File: src/rtl/spi_miso_router.sv
// Registered SPI MISO router: latches a slave-select code at frame start and routes the matching
// slave's synchronised MISO line to the master, flagging invalid codes, mid-frame code changes and frame timeouts.
module spi_miso_router #(
    parameter int                           N_SLAVES    = 4,
    parameter int                           CODE_W      = 4,
    parameter logic [N_SLAVES*CODE_W-1:0]   CODE_TABLE  = {4'b0111, 4'b1011, 4'b1101, 4'b0011},
    parameter logic                         IDLE_VALUE  = 1'b1,
    parameter int                           SYNC_STAGES = 2,
    parameter int                           TIMEOUT_CYC = 65535,
    localparam int                          IDX_W       = (N_SLAVES > 1) ? $clog2(N_SLAVES) : 1
) (
    input  logic                clk,
    input  logic                rst,
    input  logic [CODE_W-1:0]   code,
    input  logic                cs_n,
    input  logic [N_SLAVES-1:0] miso_in,
    input  logic                err_clr,
    output logic                miso_out,
    output logic                busy,
    output logic                sel_valid,
    output logic [IDX_W-1:0]    sel_idx,
    output logic                err_inv,
    output logic                err_chg,
    output logic                err_to
);

    localparam int CNT_W  = (TIMEOUT_CYC > 0) ? $clog2(TIMEOUT_CYC + 1) : 1;
    localparam int WCNT_W = $clog2(SYNC_STAGES + 1);
    localparam logic [CNT_W-1:0]  CNT_MAX = '1;
    localparam logic [CNT_W-1:0]  TO_LAST = CNT_W'((TIMEOUT_CYC > 0) ? TIMEOUT_CYC - 1 : 0);
    localparam logic [WCNT_W-1:0] FLUSHED = WCNT_W'(SYNC_STAGES);

    typedef enum logic [1:0] {ST_WAIT, ST_IDLE, ST_ACTIVE, ST_FAULT} state_t;

    state_t              state, state_nxt;
    logic [CNT_W-1:0]    cnt, cnt_nxt;
    logic [WCNT_W-1:0]   wcnt, wcnt_nxt;
    logic [CODE_W-1:0]   code_lat, code_nxt;
    logic                hit_lat, hit_nxt;
    logic [IDX_W-1:0]    idx_lat, idx_nxt;
    logic                set_inv, set_chg, set_to;
    logic                lut_hit;
    logic [IDX_W-1:0]    lut_idx;

    logic [SYNC_STAGES-1:0] cs_sync;
    logic [N_SLAVES-1:0]    miso_sync [SYNC_STAGES];
    logic                   cs_s;
    logic [N_SLAVES-1:0]    miso_s;

    always_ff @(posedge clk or posedge rst) begin
        if (rst) begin
            cs_sync <= '1;
            for (int i = 0; i < SYNC_STAGES; i++) begin
                miso_sync[i] <= '1;
            end
        end else begin
            cs_sync      <= {cs_sync[SYNC_STAGES-2:0], cs_n};
            miso_sync[0] <= miso_in;
            for (int i = 1; i < SYNC_STAGES; i++) begin
                miso_sync[i] <= miso_sync[i-1];
            end
        end
    end

    assign cs_s   = cs_sync[SYNC_STAGES-1];
    assign miso_s = miso_sync[SYNC_STAGES-1];

    // Scan from the top so the lowest matching slice is the one left standing.
    always_comb begin
        lut_hit = 1'b0;
        lut_idx = '0;
        for (int i = N_SLAVES - 1; i >= 0; i--) begin
            if (code == CODE_TABLE[i*CODE_W +: CODE_W]) begin
                lut_hit = 1'b1;
                lut_idx = IDX_W'(i);
            end
        end
    end

    always_comb begin
        state_nxt = state;
        cnt_nxt   = cnt;
        wcnt_nxt  = wcnt;
        code_nxt  = code_lat;
        hit_nxt   = hit_lat;
        idx_nxt   = idx_lat;
        set_inv   = 1'b0;
        set_chg   = 1'b0;
        set_to    = 1'b0;
        case (state)
            // The synchroniser still holds reset ones for SYNC_STAGES cycles, so cs_s is
            // only trusted once it carries real pin samples; otherwise a frame already in
            // progress at reset release would be joined.
            ST_WAIT: begin
                if (wcnt != FLUSHED) begin
                    wcnt_nxt = wcnt + WCNT_W'(1);
                end else if (cs_s) begin
                    state_nxt = ST_IDLE;
                end
            end
            ST_IDLE: begin
                if (!cs_s) begin
                    state_nxt = ST_ACTIVE;
                    cnt_nxt   = '0;
                    code_nxt  = code;
                    hit_nxt   = lut_hit;
                    idx_nxt   = lut_idx;
                    set_inv   = !lut_hit;
                end
            end
            ST_ACTIVE: begin
                set_chg = (code != code_lat);
                if (cnt != CNT_MAX) begin
                    cnt_nxt = cnt + CNT_W'(1);
                end
                if (cs_s) begin
                    state_nxt = ST_IDLE;
                end else if ((TIMEOUT_CYC != 0) && (cnt == TO_LAST)) begin
                    state_nxt = ST_FAULT;
                    set_to    = 1'b1;
                end
            end
            ST_FAULT: begin
                if (cs_s) begin
                    state_nxt = ST_IDLE;
                end
            end
            default: state_nxt = ST_WAIT;
        endcase
    end

    always_ff @(posedge clk or posedge rst) begin
        if (rst) begin
            state    <= ST_WAIT;
            cnt      <= '0;
            wcnt     <= '0;
            code_lat <= '0;
            hit_lat  <= 1'b0;
            idx_lat  <= '0;
            err_inv  <= 1'b0;
            err_chg  <= 1'b0;
            err_to   <= 1'b0;
            miso_out <= IDLE_VALUE;
        end else begin
            state    <= state_nxt;
            cnt      <= cnt_nxt;
            wcnt     <= wcnt_nxt;
            code_lat <= code_nxt;
            hit_lat  <= hit_nxt;
            idx_lat  <= idx_nxt;
            err_inv  <= set_inv | (err_inv & ~err_clr);
            err_chg  <= set_chg | (err_chg & ~err_clr);
            err_to   <= set_to  | (err_to  & ~err_clr);
            // Driven from the next state so the line goes quiet on the same edge as FAULT.
            miso_out <= ((state_nxt == ST_ACTIVE) && hit_nxt) ? miso_s[idx_nxt] : IDLE_VALUE;
        end
    end

    assign busy      = (state == ST_ACTIVE) || (state == ST_FAULT);
    assign sel_valid = (state == ST_ACTIVE) && hit_lat;
    assign sel_idx   = idx_lat;

endmodule

File: config.mk
export PLATFORM = sky130hd
export DESIGN_NAME = spi_miso_router
export DESIGN_NICKNAME = d
export VERILOG_FILES = /design/src/rtl/spi_miso_router.sv
export SDC_FILE = /design/constraint.sdc
export NUM_CORES = 1
export LEC_CHECK = 0
export CORE_ASPECT_RATIO = 1.25
export CORE_MARGIN = 5
export CORE_UTILIZATION = 60
export DETAILED_ROUTE_END_ITERATION = 7
export GPL_TIMING_DRIVEN = 0
export HOLD_SLACK_MARGIN = 0.02
export PLACE_DENSITY = 0.88
export SYNTH_ARGS = -nofsm -noshare
export SYNTH_HDL_FRONTEND = slang
export SYNTH_SLANG_ARGS = --single-unit
export TNS_END_PERCENT = 30
File: constraint.sdc
create_clock -name clk -period 2.6 [get_ports clk]
set_input_delay 0.78 -clock clk [delete_from_list [all_inputs] [get_ports clk]]
set_output_delay 0.78 -clock clk [all_outputs]
set_load 0.01 [all_outputs]
* Word level (Yosys, flattened, before mapping)
Index checks and enable logic that the tools add are counted.
** Operators by class
- Reduce and logical (&&, ||, !) cells :: 9
- Mux-type cells :: 30
- Eq/ne operators :: 14
- Bitwise gates (word level) :: 8
- Order comparisons :: 1
- Add/subtract/negate cells :: 2
** Operators by type and width (number)
- 16-bit two-way mux :: 2
- 16-bit one-hot mux with 2 select lines :: 1
- 2-bit two-way mux :: 11
- 16-bit by 1-bit adder with 16-bit output, second input constant :: 1
- 16-bit equality test, second input constant :: 1
- 16-bit != test, second input constant :: 1
- 1-bit two-way mux :: 14
- 4-bit equality test, second input constant :: 2
- 2-bit one-hot mux with 4 select lines :: 1
- 2-bit equality test, second input constant :: 3
- 2-bit != test, second input constant :: 3
- 4-bit by 2-bit equality test with 1-bit output, second input constant :: 1
- 4-bit by 3-bit equality test with 1-bit output, second input constant :: 1
- 4-bit != test :: 1
- 2-bit AND reduction :: 2
- 1-bit bitwise AND :: 3
- 2-bit by 3-bit less-than comparator with 1-bit output, second input constant :: 1
- 1-bit OR :: 3
- 3-bit AND reduction :: 1
- 2-bit by 1-bit adder with 2-bit output, second input constant :: 1
- 1-bit binary-select mux with 2-bit select :: 1
- 2-bit by 1-bit equality test with 1-bit output, second input constant :: 1
- 1-bit logical AND :: 2
- 2-bit zero test :: 1
- 4 further kinds :: 5
** Storage, ports and cells
- Logic and storage cells :: 77
- Register bits after elaboration :: 41
- Output and inout bits :: 8
- Input bits :: 12

* Longest topological paths before layout
Gate-level depths: netlist of the first run.
- Depth after elaboration :: 10
- Gate-level depth with buffers :: 6
- Gate-level depth less buffers :: 6

* Least setup slack after synthesis of the first run
Ideal clock, no wire load.
- Kind :: input to register
- Start :: input code[3]
- End :: register miso_out
- Buffers on the path :: 1
- Data arrival time :: 1.948 ns
- Data required time :: 2.518 ns
- Stages on the path :: 5
- Path slack :: 0.570 ns
- Library setup time :: 0.082 ns
- Path through :: buf_4 > xor2_1 > nand3_1 > mux4_2 > a211o_1
** Between the ends
- Longest elaborated chain between the ends :: 10
** RTL lines
- start, declared :: line 14 : input logic [CODE_W-1:0] code,
- 4-bit by 3-bit equality test with 1-bit output :: line 73 : if (code == CODE_TABLE[i*CODE_W +: CODE_W]) begin
- 2-bit two-way mux (4 in series) :: line 73
- 2-bit two-way mux :: line 102 : if (!cs_s) begin
- 2-bit two-way mux :: line 90 : case (state)
- 1-bit binary-select mux with 2-bit select :: line 155 : miso_out <= ((state_nxt == ST_ACTIVE) && hit_nxt) ? miso_s[idx_nxt] : IDLE_VALUE;
- 1-bit two-way mux (implied by the code) :: line 155
- 1-bit two-way mux * :: line 155
- end signal, assigned :: line 155
- end, declared :: line 18 : output logic miso_out,
Mark *: on every way between the ends. The rest lies on a longest branch, timed or not. The select of a mux whose other input is x is not followed.
A chain may end at the register's enable or synchronous reset.

* Final worst setup path of the first run
- Start :: input code[1]
- End :: register miso_out
The elaborated chain is that of the path after synthesis.

==> flow_summary.json, run 1 <==
{
  "finalSetupViolCount": 0,
  "cts_buffer_depth": 2,
  "rr_startpoint": "cnt[11]",
  "p_per_area_mw_per_mm2": 637.0,
  "num_vias": 1515,
  "grt_max_degree": 42,
  "synth_mux_area_frac": 0.07903,
  "async_flop_share": 1.000,
  "synth.most_common_cell": "nand2_1",
  "synth-xor-area-share": 0.03123,
  "ff2ff_setup_slack_ns": 0.76,
  "min_delay_worst_endpoint": "miso_s[1]",
  "yosysWarnings": 0,
  "fp.dieW_um": 61.16,
  "cts-root-buf": "clkbuf_8",
  "clock_latency_ns": 0.29,
  "antenna_found_initial": 0,
  "rsz0062_at_grt": "no",
  "layout-drive-gt1-share": 0.1524,
  "relSlewSlack": 0.4497,
  "crit_path_max_incr_delay_ns": 0.52,
  "synth_top_family_by_area": "simple AND/OR/NAND/NOR gates",
  "holdPathStages": 0,
  "yosysTopAreaCell": "dfrtp_1",
  "synth_compound_area_frac": 0.1033,
  "ys.flop_type": "dfrtp_1",
  "postCtsSetupBuffers": 0,
  "via_per_inst": 6.134,
  "period_needed_ns": 2.215,
  "grtUsageMet2": 0.3553,
  "hold_viol_final": 0,
  "cpMaxStageDelayCell": "clkdlybuf4s50_1",
  "max_cap_violations": 0,
  "gr-usage-met3": 0.04514,
  "port_buffers": 18,
  "ff2ff_path_depth": 4,
  "grt_pass1_wl_um": 6920,
  "hold_path_class": "reg2reg",
  "worstSetupPathType": "in2reg",
  "wl_per_cell_um": 16.56,
  "fmax_ghz": 0.4514,
  "synth_seq_area_share": 0.5296,
  "crit_family": "buffers and inverters",
  "postCtsHoldBufs": 0,
  "grt_pass1_vias": 1524,
  "status": "completed",
  "crit_required_ns": 2.83,
  "synthToLayoutAreaGrowth_pct": 17.40,
  "synth_cell_type_count": 45,
  "ys_ff_latch": 41,
  "cts.sinks": 41,
  "finalMaxSlewViolations": 0,
  "p_total_mw": 1.468,
  "path_clk_slew_ns": 0.08,
  "synthSimpleGateAreaFrac": 0.2001,
  "num_antenna_cells": 0,
  "dpl.hpwl_um": 2915,
  "cp_cell_sequence": "clkdlybuf4s50_1 > xor2_1 > nand3_1 > mux4_2 > a211o_1",
  "initial_core_util": 0.6146,
  "cts_tree": "built",
  "p_leak_nw": 1.029,
  "yosysTopAreaCellShare": 0.3824,
  "syn_area_mm2": 0.001963,
  "top_usage_layer": "met2",
  "finalWeightedCongestion": 0.8659,
  "cp_max_fo": 6,
  "postRouteWirelength_um": 4091,
  "synth_commonest_cells": "nand2_1, dfrtp_1, dfstp_2, mux2i_1, inv_1",
  "final.setup.tns_ns": 0,
  "row_count": 23,
  "htree_levels": 2,
  "synthAdderAreaFrac": 0.01912,
  "n_fill_cell": 215,
  "worstMarginPinSlew_ns": 0.8242,
  "synth_cells": 184,
  "cp-start-kind": "primary input",
  "cp-end-kind": "flip-flop",
  "drt-initial-drc-count": 47,
  "io_pins": 20,
  "cts_buffers": 5,
  "die_h_um": 73.95,
  "drt_first_pass_iters": 4,
  "period_share": 0.8521,
  "crit_buf_inv": 1,
  "irDropWorstVdd_uv": 522.8,
  "ant_nets": 0,
  "yosys-top-cells-area": "dfrtp_1, dfstp_2, nand2_1",
  "synth_nets": 199,
  "skew_ns": 0.007342,
  "fp.coreArea_mm2": 0.003194,
  "grtUsageTotal": 0.2072,
  "met1_usage": 0.2589,
  "avgSynthCellArea_um2": 10.67,
  "holdCritStartpoint": "miso_sync[5]",
  "synth-edff-count": 0,
  "cp.arrival_ns": 2.45,
  "grt-ovfl-total": 0,
  "dieArea_mm2": 0.004523,
  "fin_nets": 224,
  "drc": 0,
  "r2r-end": "cnt[0]"
}
placed cells by master, fill, tap and decap left out, types with 3 or more instances in the layout:
master,instances
nor3_1,5
nand3_1,7
xor2_1,6
dfstp_2,11
nand2_1,33
mux2i_1,11
nand4_1,3
nor2_1,4
clkdlybuf4s50_1,17
a21oi_1,4
inv_1,8
clkbuf_8,6
clkbuf_1,3
and4_1,3
nor4_1,3
o21ai_0,8
ha_1,3
and3_1,3
dfrtp_1,29
report_power, final:
part / internal [mW] / leakage, nW / switching (mW)
sequential: 0.706 / 0.512 / 0.0607
combinational: 0.108 / 0.461 / 0.112
clock: 0.249 / 0.0569 / 0.232
per-stage QoR:
step                utilization  setup WS (ns)  hold WS (ns)  cells  instance area (µm²)
floorplan                     -         0.5699        0.3452    184                 1963
global placement         0.6855        0.09655        0.3460    239                 2190
detailed placement       0.6855        0.08817        0.3473    239                 2190
CTS                      0.7199        0.02863        0.3610    247                 2300
global route             0.7215         0.3198        0.3679    247                 2305
finish                   0.7215         0.3845        0.3599    247                 2305
per-layer routing:
layer,up-vias,wire length (µm)
met5,-,0
met4,0,70
met3,10,148
met2,53,2176
met1,740,1694
li1,712,-
registers in the layout, summed over array words and instances (netlist names):
signal,count
wcnt,2
cs_sync,2
err_to,1
state,2
miso_sync,4
err_inv,1
err_chg,1
cnt,16
miso_out,1
miso_s,4
code_lat,4
sel_idx,2
hit_lat,1
cells by family after synthesis:
logic type / count (synthesis)
compound gates: 30
xor+xnor: 7
fa+ha+maj: 3
buf+inv: 15
flops: 41
mux: 13
simple gates: 75
layout make-up:
cell class | count | area, µm² | share of cell area
flip-flops and latches | 41 | 1041 | 0.4517
inverters | 9 | 33.78 | 0.01466
clock inverters | 2 | 15.01 | 0.006515
clock buffers | 6 | 93.84 | 0.04072
plain buffers | 6 | 40.04 | 0.01737
well taps | 37 | 46.29 | 0.02009
repair buffers | 18 | 182.7 | 0.07926
multi-input cells | 128 | 852.1 | 0.3697
how the worst max path moves through the flow:
stage / depth (start not counted) / slack (ns) / to / from
after global routing: 2 / 0.32 / busy / state[1]
after global placement: 5 / 0.1 / miso_out / code[1]
after detailed placement: 5 / 0.09 / miso_out / code[1]
after CTS: 3 / 0.03 / sel_valid / state[0]
final: 5 / 0.38 / miso_out / code[1]
after floorplan: 5 / 0.57 / miso_out / code[3]
what timing repair did:
action / 4_1_cts / 5_1_grt
endpoints found under the hold margin: 0 / 0
pin swaps: 0 / 0
endpoints found under the setup margin: 1 / 1
resized for setup: 1 / 3
No activity file was read; power rests on OpenSTA's default activity.
==> run 2: changes to the inputs <==
--- a/config.mk
+++ b/config.mk
@@ -5,13 +5,11 @@
 export SDC_FILE = /design/constraint.sdc
 export NUM_CORES = 1
 export LEC_CHECK = 0
-export CORE_ASPECT_RATIO = 1.25
 export CORE_MARGIN = 5
 export CORE_UTILIZATION = 60
 export DETAILED_ROUTE_END_ITERATION = 7
-export GPL_TIMING_DRIVEN = 0
 export HOLD_SLACK_MARGIN = 0.02
-export PLACE_DENSITY = 0.88
+export PLACE_DENSITY = 0.89
 export SYNTH_ARGS = -nofsm -noshare
 export SYNTH_HDL_FRONTEND = slang
 export SYNTH_SLANG_ARGS = --single-unit
==> run 2 against run 1 <==
Die area decreased by 0.15%. Total power is 11% lower. Non-clock buffer count is 1 higher. Count of clock-buffer cells in the layout is 2 higher. Sequential share of layout area rose by 0.59 points. Global-route usage is 0.42 points higher. Largest power group unchanged. Hold slack better by 0.0017 ns. Worst setup slack lost 0.26 ns. Highest routed layer unchanged. Routed wire length fell by 3.1%. Clock skew increased by 0.0068 ns.
==> flow_summary.json, run 2 (synthesized netlist as in run 1, its figures left out) <==
{
  "die_h_um": 67.20,
  "n_fill_cell": 235,
  "cts-root-buf": "clkbuf_4",
  "dieArea_mm2": 0.004516,
  "postCtsSetupBuffers": 0,
  "htree_levels": 2,
  "dp.cells": 247,
  "rsz0062_at_grt": "no",
  "wl_per_cell_um": 15.54,
  "cpMaxStageDelayCell": "clkdlybuf4s50_1",
  "finalNonFillerCells": 255,
  "cts_buffers": 5,
  "relSlewSlack": 0.5474,
  "drt-initial-drc-count": 94,
  "holdCritStartpoint": "miso_sync[6]",
  "ff2ff_path_depth": 5,
  "ant_nets": 0,
  "largest-register": "cnt",
  "fin_nets": 225,
  "rr_startpoint": "cnt[0]",
  "via_per_inst": 5.847,
  "mostFrequentLayoutCells": "nand2_1, dfrtp_1, clkdlybuf4s50_1, mux2i_1, dfstp_2",
  "finalWeightedCongestion": 0.9075,
  "clock_latency_ns": 0.35,
  "finalMaxSlewViolations": 0,
  "dpl.hpwl_um": 2833,
  "status": "completed",
  "initial_core_util": 0.6327,
  "final.setup.tns_ns": 0,
  "cts.sinks": 41,
  "irDropWorstVdd_uv": 467.4,
  "fp.dieW_um": 67.20,
  "cp_cell_sequence": "and2b_1 > and2_1 > clkdlybuf4s50_1",
  "layout_commonest_cell": "nand2_1",
  "row_count": 20,
  "num_vias": 1491,
  "r2r-end": "cnt[10]",
  "p_per_area_mw_per_mm2": 577.3,
  "cp-end-kind": "primary output",
  "synthToLayoutAreaGrowth_pct": 15.74,
  "postRouteWirelength_um": 3963,
  "finalSetupViolCount": 0,
  "cts_buffer_depth": 2,
  "cts_tree": "built",
  "port_buffers": 19,
  "grt-ovfl-total": 0,
  "p_leak_nw": 1.004,
  "drc": 0,
  "holdPathStages": 0,
  "cts_resized": 0,
  "grt_pass1_wl_um": 7107,
  "num_antenna_cells": 0,
  "route.met3.wl_um": 177,
  "max_cap_violations": 0,
  "met1_length_um": 1654,
  "grt_max_degree": 42,
  "fin_area_mm2": 0.002272,
  "cp-start-kind": "flip-flop",
  "cp.arrival_ns": 1.69,
  "grt_pass1_vias": 1582,
  "highest_layer": "met4",
  "period_needed_ns": 2.473,
  "met2_wirelength_um": 2061,
  "crit_required_ns": 1.82,
  "io_pins": 20,
  "postCtsHoldBufs": 0,
  "dpl_cell_area_mm2": 0.002213,
  "cp_max_fo": 8,
  "crit_path_max_incr_delay_ns": 0.54,
  "worstMarginPinSlew_ns": 0.6727,
  "min_delay_worst_endpoint": "miso_s[2]",
  "hold_viol_final": 0,
  "period_share": 0.9510,
  "ff2ff_setup_slack_ns": 0.70,
  "largest_reg_flops": 16,
  "drt_first_pass_iters": 4,
  "skew_ns": 0.01414,
  "fp.coreArea_mm2": 0.003103,
  "grtUsageTotal": 0.2115,
  "fmax_ghz": 0.4044,
  "worstSetupPathType": "reg2out",
  "hold_path_class": "reg2reg",
  "antenna_found_initial": 0,
  "layout-drive-gt1-share": 0.1422,
  "path_clk_slew_ns": 0.11
}
[run 2: how the worst max path moves through the flow]
stage               slack (ns)        end  depth (start not counted)      from
global placement          0.22   miso_out                          5   code[3]
floorplan                 0.57   miso_out                          5   code[3]
finish                    0.13  sel_valid                          3  state[0]
detailed placement        0.13   miso_out                          5   code[3]
CTS                       0.10  sel_valid                          3  state[0]
global route              0.04  sel_valid                          3  state[0]
[run 2: stage by stage]
step	power [mW]	utilization	hold WS, ns	setup slack, ns
floorplan	0.9009	-	0.3452	0.5699
global placement	0.9800	0.7133	0.3461	0.2188
detailed placement	0.9966	0.7133	0.3484	0.1291
CTS	1.330	0.7323	0.3628	0.1043
global route	1.401	0.7323	0.3696	0.03780
finish	1.312	0.7323	0.3617	0.1275
[run 2: critical path, delay by kind of cell, from the launching register on]
family                 cells  cell delay (ns)
and+or+nand+nor            2             0.36
DFF                        1             0.46
buffers and inverters      1             0.54
[run 2: power breakdown]
part | internal, mW | total, mW | switching [mW]
clock network | 0.134 | 0.331 | 0.197
registers | 0.706 | 0.766 | 0.0600
logic | 0.108 | 0.215 | 0.107
[run 2: cell type report]
class	instances	area, µm²	share of cell area
sequential	41	1040	0.4576
multi-input combinational	128	849.6	0.3739
timing repair buffer	25	235.2	0.1035
clock buffer	8	58.81	0.02588
tap	44	55.05	0.02423
inverter	9	33.78	0.01487
[run 2: metal layers]
layer	track usage	up-vias
met1	0.2440	724
met2	0.3779	44
met4	0.08101	0
li1	-	714
met3	0.04992	9
met5	0	-
